File: src/rtl/if_stage_pkg.sv
// Shared definitions for the instruction-fetch stage: cache geometry,
// reset PC, FSM state encoding and PC index/tag split helpers.
package if_stage_pkg;

    localparam int          ICACHE_ENTRIES = 64;
    localparam int          INDEX_W        = $clog2(ICACHE_ENTRIES);
    localparam int          TAG_W          = 32 - 2 - INDEX_W;
    localparam logic [31:0] RESET_PC       = 32'h0000_0000;
    localparam logic [31:0] ZERO32         = 32'h0000_0000;

    // LOOKUP: probing the cache with the current pc.
    // FETCH : a miss is outstanding at the memory controller.
    typedef enum logic {
        LOOKUP = 1'b0,
        FETCH  = 1'b1
    } if_state_e;

    function automatic logic [INDEX_W-1:0] pc_index(input logic [31:0] pc);
        return pc[INDEX_W+1:2];
    endfunction

    function automatic logic [TAG_W-1:0] pc_tag(input logic [31:0] pc);
        return pc[31:INDEX_W+2];
    endfunction

endpackage

File: src/rtl/if_stage_if.sv
// Bundle of the fetch stage's control, memory-controller and IF/ID signals.
//
// Handshake rules:
//   - memReq_out is a level request; once raised it stays high with a stable
//     memAddr_out until the controller answers with a one-cycle memInstE_in
//     pulse (memInst_in valid in that cycle). Dropping memReq_out without a
//     pulse abandons the transfer.
//   - idValid_out qualifies idPC_out/idInst_out. stall_in acts as the inverse
//     of ID's ready: while it is high the IF/ID outputs are held unchanged.
interface if_stage_if;
    logic        stall_in;
    logic        jump_in;
    logic [31:0] jumpAddr_in;
    logic        memInstE_in;
    logic [31:0] memInst_in;
    logic        memReq_out;
    logic [31:0] memAddr_out;
    logic        idValid_out;
    logic [31:0] idPC_out;
    logic [31:0] idInst_out;
    logic        ifStall_out;

    // The fetch stage itself.
    modport master (
        input  stall_in, jump_in, jumpAddr_in, memInstE_in, memInst_in,
        output memReq_out, memAddr_out, idValid_out, idPC_out, idInst_out,
        ifStall_out
    );

    // The surrounding pipeline / memory controller.
    modport slave (
        output stall_in, jump_in, jumpAddr_in, memInstE_in, memInst_in,
        input  memReq_out, memAddr_out, idValid_out, idPC_out, idInst_out,
        ifStall_out
    );
endinterface

File: src/rtl/if_stage_icache.sv
// Direct-mapped, one-word-per-line instruction cache. Combinational lookup,
// synchronous fill, valid bits cleared asynchronously by reset.
module if_stage_icache
    import if_stage_pkg::*;
(
    input  logic               clk_in,
    input  logic               rst_in,
    input  logic [INDEX_W-1:0] lookup_idx,
    input  logic [TAG_W-1:0]   lookup_tag,
    output logic               hit,
    output logic [31:0]        rd_data,
    input  logic               fill_en,
    input  logic [31:0]        fill_data
);

    logic [ICACHE_ENTRIES-1:0] valid_q;
    logic [TAG_W-1:0]          tag_q  [ICACHE_ENTRIES];
    logic [31:0]               data_q [ICACHE_ENTRIES];

    // Valid bits: cleared by reset, set on fill of the addressed line.
    always_ff @(posedge clk_in or negedge rst_in) begin
        if (!rst_in) begin
            valid_q <= '0;
        end else if (fill_en) begin
            valid_q[lookup_idx] <= 1'b1;
        end
    end

    // Tag/data storage; contents of invalid lines are don't-care.
    always_ff @(posedge clk_in) begin
        if (fill_en) begin
            tag_q[lookup_idx]  <= lookup_tag;
            data_q[lookup_idx] <= fill_data;
        end
    end

    assign hit     = valid_q[lookup_idx] && (tag_q[lookup_idx] == lookup_tag);
    assign rd_data = data_q[lookup_idx];

endmodule

File: src/rtl/if_stage.sv
// Instruction-fetch stage: holds the pc, looks it up in the icache, fetches
// misses from the memory controller and feeds the IF/ID latch. Redirect has
// priority over stall, which has priority over normal fetch.
module if_stage
    import if_stage_pkg::*;
(
    input  logic        clk_in,
    input  logic        rst_in,
    if_stage_if.master  bus,
    output if_state_e   state_dbg_out,
    output logic [31:0] pc_dbg_out
);

    if_state_e          state_q, state_d;
    logic [31:0]        pc_q, pc_d;
    logic               req_d;
    logic [31:0]        addr_d;
    logic               idv_d;
    logic [31:0]        idpc_d, idinst_d;
    logic               ifstall_d;
    logic               fill_en;
    logic               hit;
    logic [31:0]        hit_data;
    logic [INDEX_W-1:0] pc_idx;
    logic [TAG_W-1:0]   pc_tg;

    assign pc_idx = pc_index(pc_q);
    assign pc_tg  = pc_tag(pc_q);

    if_stage_icache u_icache (
        .clk_in     (clk_in),
        .rst_in     (rst_in),
        .lookup_idx (pc_idx),
        .lookup_tag (pc_tg),
        .hit        (hit),
        .rd_data    (hit_data),
        .fill_en    (fill_en),
        .fill_data  (bus.memInst_in)
    );

    // State, pc and all registered outputs; reset drops the request at once.
    always_ff @(posedge clk_in or negedge rst_in) begin
        if (!rst_in) begin
            state_q         <= LOOKUP;
            pc_q            <= RESET_PC;
            bus.memReq_out  <= 1'b0;
            bus.memAddr_out <= ZERO32;
            bus.idValid_out <= 1'b0;
            bus.idPC_out    <= ZERO32;
            bus.idInst_out  <= ZERO32;
            bus.ifStall_out <= 1'b0;
        end else begin
            state_q         <= state_d;
            pc_q            <= pc_d;
            bus.memReq_out  <= req_d;
            bus.memAddr_out <= addr_d;
            bus.idValid_out <= idv_d;
            bus.idPC_out    <= idpc_d;
            bus.idInst_out  <= idinst_d;
            bus.ifStall_out <= ifstall_d;
        end
    end

    // Next-state and next-output decode: jump > stall > lookup/fetch.
    always_comb begin
        state_d   = state_q;
        pc_d      = pc_q;
        req_d     = bus.memReq_out;
        addr_d    = bus.memAddr_out;
        idv_d     = bus.idValid_out;
        idpc_d    = bus.idPC_out;
        idinst_d  = bus.idInst_out;
        ifstall_d = bus.ifStall_out;
        fill_en   = 1'b0;

        if (bus.jump_in) begin
            // Abandon any outstanding miss; its fill is never written.
            pc_d      = bus.jumpAddr_in;
            state_d   = LOOKUP;
            req_d     = 1'b0;
            ifstall_d = 1'b0;
            idv_d     = 1'b0;
        end else begin
            unique case (state_q)
                LOOKUP: begin
                    if (!bus.stall_in) begin
                        if (hit) begin
                            idv_d    = 1'b1;
                            idpc_d   = pc_q;
                            idinst_d = hit_data;
                            pc_d     = pc_q + 32'd4;
                        end else begin
                            idv_d     = 1'b0;
                            req_d     = 1'b1;
                            addr_d    = pc_q;
                            ifstall_d = 1'b1;
                            state_d   = FETCH;
                        end
                    end
                end
                FETCH: begin
                    if (!bus.stall_in) begin
                        idv_d = 1'b0;
                    end
                    if (bus.memInstE_in) begin
                        // Drop the request on the same edge so the
                        // controller does not start another transfer.
                        fill_en   = 1'b1;
                        req_d     = 1'b0;
                        ifstall_d = 1'b0;
                        state_d   = LOOKUP;
                    end
                end
                default: state_d = LOOKUP;
            endcase
        end
    end

    assign state_dbg_out = state_q;
    assign pc_dbg_out    = pc_q;

endmodule

File: src/flat_wrapper.sv
// flat-port wrapper written by rule: the top's interface ports become plain ports
module if_stage_flat import if_stage_pkg::*;
  (clk_in, rst_in, state_dbg_out, pc_dbg_out, bus_stall_in, bus_jump_in, bus_jumpAddr_in, bus_memInstE_in, bus_memInst_in, bus_memReq_out, bus_memAddr_out, bus_idValid_out, bus_idPC_out, bus_idInst_out, bus_ifStall_out);
  if_stage_if bus_i ();
  input  logic clk_in;
  input  logic rst_in;
  output if_state_e state_dbg_out;
  output logic [31:0] pc_dbg_out;
  input wire logic [$bits(bus_i.stall_in)-1:0] bus_stall_in;
  input wire logic [$bits(bus_i.jump_in)-1:0] bus_jump_in;
  input wire logic [$bits(bus_i.jumpAddr_in)-1:0] bus_jumpAddr_in;
  input wire logic [$bits(bus_i.memInstE_in)-1:0] bus_memInstE_in;
  input wire logic [$bits(bus_i.memInst_in)-1:0] bus_memInst_in;
  output wire logic [$bits(bus_i.memReq_out)-1:0] bus_memReq_out;
  output wire logic [$bits(bus_i.memAddr_out)-1:0] bus_memAddr_out;
  output wire logic [$bits(bus_i.idValid_out)-1:0] bus_idValid_out;
  output wire logic [$bits(bus_i.idPC_out)-1:0] bus_idPC_out;
  output wire logic [$bits(bus_i.idInst_out)-1:0] bus_idInst_out;
  output wire logic [$bits(bus_i.ifStall_out)-1:0] bus_ifStall_out;
  assign bus_i.stall_in = bus_stall_in;
  assign bus_i.jump_in = bus_jump_in;
  assign bus_i.jumpAddr_in = bus_jumpAddr_in;
  assign bus_i.memInstE_in = bus_memInstE_in;
  assign bus_i.memInst_in = bus_memInst_in;
  assign bus_memReq_out = bus_i.memReq_out;
  assign bus_memAddr_out = bus_i.memAddr_out;
  assign bus_idValid_out = bus_i.idValid_out;
  assign bus_idPC_out = bus_i.idPC_out;
  assign bus_idInst_out = bus_i.idInst_out;
  assign bus_ifStall_out = bus_i.ifStall_out;
  if_stage u_core (.clk_in(clk_in), .rst_in(rst_in), .bus(bus_i), .state_dbg_out(state_dbg_out), .pc_dbg_out(pc_dbg_out));
endmodule
File: config.mk
export PLATFORM = sky130hd
export DESIGN_NAME = if_stage_flat
export DESIGN_NICKNAME = d
export VERILOG_FILES = /design/src/rtl/if_stage_pkg.sv /design/src/rtl/if_stage_if.sv /design/src/rtl/if_stage_icache.sv /design/src/rtl/if_stage.sv /design/src/flat_wrapper.sv
export SDC_FILE = /design/constraint.sdc
export NUM_CORES = 2
export LEC_CHECK = 0
export CORE_UTILIZATION = 40
export CTS_CLUSTER_SIZE = 20
export DETAILED_ROUTE_END_ITERATION = 12
export PLACE_DENSITY_LB_ADDON = 0.3
export REMOVE_ABC_BUFFERS = 1
export SETUP_SLACK_MARGIN = 0.3
export SLEW_MARGIN = 10
export SYNTH_ARGS = -nofsm -noshare
export SYNTH_HDL_FRONTEND = slang
export SYNTH_SLANG_ARGS = --single-unit
File: constraint.sdc
create_clock -name clk_in -period 6.9 [get_ports clk_in]
set_clock_uncertainty 0.15 [all_clocks]
set_input_delay 1.38 -clock clk_in [delete_from_list [all_inputs] [get_ports clk_in]]
set_output_delay 1.38 -clock clk_in [all_outputs]
set_load 0.1 [all_outputs]
==> metrics <==
vias in the first global route=between 70000 and 80000; EDFF count, synth=between 3000 and 4000; Min Hold Slack=about 0.32 ns; crit path DAT=just under 7 ns; clk root buf=clkbuf_16; CP max stage delay=around 1.1 ns; LEAKAGE=53.56 nW; first-pass GRT wire length=~600000 um; Yosys cell types=75; family with the most delay on the worst path=simple AND/OR/NAND/NOR gates; CTS tree=done; Max-slew headroom=0.1240; Hold Path Class=flip-flop to flip-flop; Die Height=roughly 600 um; antenna violations before repair=10; Main synth FF type=edfxtp_1; crit path cell chain=nor2b_4 > buf_4 > a221oi_1 > o22ai_1 > or4_1 > nand4_1 > nor4_1 > buf_4 > nand4_1 > buf_4 > o31ai_2 > buf_4 > nand2b_2 > buf_4 > mux2_2; largest net degree at the start of global routing=about 130; GRT Total Usage=0.2357; Max Freq=roughly 160 MHz; VDD IR max=between 200 and 250 uV; worst-path fanout max=33; R2R setup slack=between 0.7 and 0.8 ns; design area=~170000 um2; Placement Setup Slack=0.8042 ns; Num CTS Buffers=roughly 380; CTS max path bufs=4; #FFs+latches synth=3779; Worst setup EP type=flip-flop; Resized cells post-CTS=0; RSZ-0062 raised after global routing=no; hold path depth=1; Layout area overhead=15.19%; Rows=220; final setup fails=0; clock period minus worst slack=approximately 6.2 ns; Req. time, crit path=7.57 ns; cells after synthesis=between 6000 and 7000; reg2reg end=u_core.bus.memAddr_out[1]$_DFFE_PN0P_; Clock transition at path regs=0.06 ns; Ys Warns=0; DR WL/cell=between 30 and 40 um; Post-synth ARST share=0.05160; Synth Cell Area=144900 um2; final worst slack=between 0.7 and 0.8 ns; clk sink count=between 3000 and 4000; Startpoint Class=flip-flop; most common cell after layout, fill and taps aside=edfxtp_1; DRC viols=0; DR pass1 iterations=8; Ports=between 200 and 250; number of H-tree levels=5; fin nets=~7400; final setup TNS=0 ns; actual slew at the worst max-slew pin=1.311 ns; Die ar.=about 360000 um2; # Post-CTS Setup Buffers=0; most frequent cell on the critical path=buf_4; Initial Utilization=0.4028; WS Path Type=flip-flop to flip-flop; Detail Route Antenna Nets=0; Pwr Density=between 200 and 300 nW/um2; Clock Latency Late Sink=just under 1 ns; Mean Syn Cell Area=around 21 um2; Crit path buffers/inverters=5; Vias per Instance=slightly above 6; Final HPWL DP=233500 um; Tcrit/Tclk final=0.8948; gr ovfl total=0; Seq/Total Area, Yosys=0.7763; area of the core=between 300000 and 400000 um2; Slew Viols, Final=0; Final Hold Viols=0; Post-DP Area=154700 um2; hold endpoint=u_core.u_icache.valid_q[63]$_DFFE_PN0P_; layout cell share with drive strength beyond 1=0.2357; CP max-delay cell=nor2b_4; status=completed; routability congestion estimate=~0.82; total length of routed wires=between 400000 and 500000 um; PortBufs=200; vias=approximately 76000; most frequent cells in the layout=3584 x edfxtp_1, 751 x mux2i_1, 673 x mux4_2; reg2reg path depth=15; Max-Cap Viols=0; Die X=between 600 and 700 um; hold wc startpoint=u_core.u_icache.valid_q[63]$_DFFE_PN0P_; reg-to-reg startpoint=u_core.pc_dbg_out[3]$_DFFE_PN0P_; DRT iter0 DRCs=roughly 11000; Hold-fix buffers, CTS=0
==> worst max path at each step <==
stage | endpoint | startpoint | slack, ns | cells past startpoint
6_report | u_core.bus.memAddr_out[1]$_DFFE_PN0P_ | u_core.pc_dbg_out[3]$_DFFE_PN0P_ | 0.73 | 15
5_1_grt | u_core.bus.memAddr_out[1]$_DFFE_PN0P_ | u_core.pc_dbg_out[2]$_DFFE_PN0P_ | 0.64 | 17
4_1_cts | u_core.bus.memAddr_out[1]$_DFFE_PN0P_ | u_core.pc_dbg_out[3]$_DFFE_PN0P_ | 0.75 | 15
3_5_place_dp | u_core.bus.memAddr_out[1]$_DFFE_PN0P_ | u_core.pc_dbg_out[3]$_DFFE_PN0P_ | 0.80 | 15
3_3_place_gp | u_core.bus.memAddr_out[10]$_DFFE_PN0P_ | u_core.pc_dbg_out[3]$_DFFE_PN0P_ | 0.93 | 15
2_1_floorplan | u_core.pc_dbg_out[2]$_DFFE_PN0P_ | u_core.pc_dbg_out[2]$_DFFE_PN0P_ | -40.18 | 10
==> report_power, final <==
| part | total, mW | internal (mW) | switching, mW | leakage, nW |
|---|---|---|---|---|
| sequential | 25.5 | 25.3 | 0.142 | 34.7 |
| combinational | 3.96 | 1.38 | 2.59 | 12.8 |
| clock | 20.5 | 11.7 | 8.78 | 5.98 |
| total | 49.9 | 38.4 | 11.5 | 53.6 |
==> sequential cells by signal, indices dropped and copies added (netlist names) <==
name	cells
u_core.u_icache.data_q	2048
u_core.u_icache.tag_q	1536
u_core.u_icache.valid_q	64
u_core.bus.idInst_out	32
u_core.bus.idPC_out	32
u_core.bus.memAddr_out	32
u_core.pc_dbg_out	32
u_core.bus.idValid_out	1
u_core.bus.ifStall_out	1
u_core.state_dbg_out	1
==> per-stage QoR <==
stage / cells / util / power, mW
final: 12390 / 0.4640 / 49.91
after CTS: 12390 / 0.4640 / 50.13
after global routing: 12390 / 0.4640 / 51.15
after detailed placement: 11700 / 0.4300 / 29.92
after floorplan: 6427 / - / 31.78
after global placement: 11700 / 0.4300 / 29.88
==> Yosys cell counts (7+ instances only) <==
cell         n  area, um2
nand2b_1     7      43.79
buf_2       67      335.3
mux2i_1    751       7517
buf_4       25      187.7
o22ai_1    183       1145
mux4_2     673      15160
dfrtp_1    195       4880
or2_2       64      400.4
a221oi_1    26      227.7
nor4_1      45      281.5
and3_1       7      43.79
o21ai_0     46      230.2
a21oi_1     29      145.1
edfxtp_1  3584     107600
a22oi_1    174       1306
nand2_1     74      277.8
mux2_2      67      754.5
nand4_1     28      175.2
xnor2_1     26      227.7
clkbuf_1   200      750.7
nor2_1     110      412.9
or4b_2       8      80.08
buf_1       84      315.3
or4_1       15      112.6
nor3_1      14      70.07
buf_6       16      180.2
a31oi_1     17      106.4
o31ai_1     11      82.58
o21a_1      32      240.2
nand3_1    137      685.7
==> layer usage <==
metal / up-vias / share of wire / global-route usage
met4: 0 / 0.029 / 0.06413
met1: 41140 / 0.40 / 0.3328
met2: 4207 / 0.48 / 0.3801
li1: 29580 / - / -
met5: - / 0 / 0
met3: 680 / 0.093 / 0.03865
==> area by class of cell <==
cell class	count	area, um2
Tap cell	4773	5972
Fill cell	29470	192800
Inverter	7	28.78
Clock buffer	471	10060
Multi-Input combinational cell	2641	31160
Sequential cell	3779	112500
Antenna cell	4	10.01
Clock inverter	218	2170
Timing Repair Buffer	498	4990
==> cell families (layout without fill, tap and decap cells) <==
logic type | Yosys count | after routing | synth area share
AOI/OAI and AO/OA | 565 | 565 | 0.02694
xor gates and xnor gates | 28 | 28 | 0.001692
adders and majority gates | 1 | 1 | 0.00008632
buffers and inverters | 402 | 1194 | 0.01263
DFF | 3779 | 3779 | 0.7763
muxes | 1491 | 1491 | 0.1617
other | 0 | 4 | 0
and+or+nand+nor | 556 | 556 | 0.02073
(Power assumes the default switching activity.)
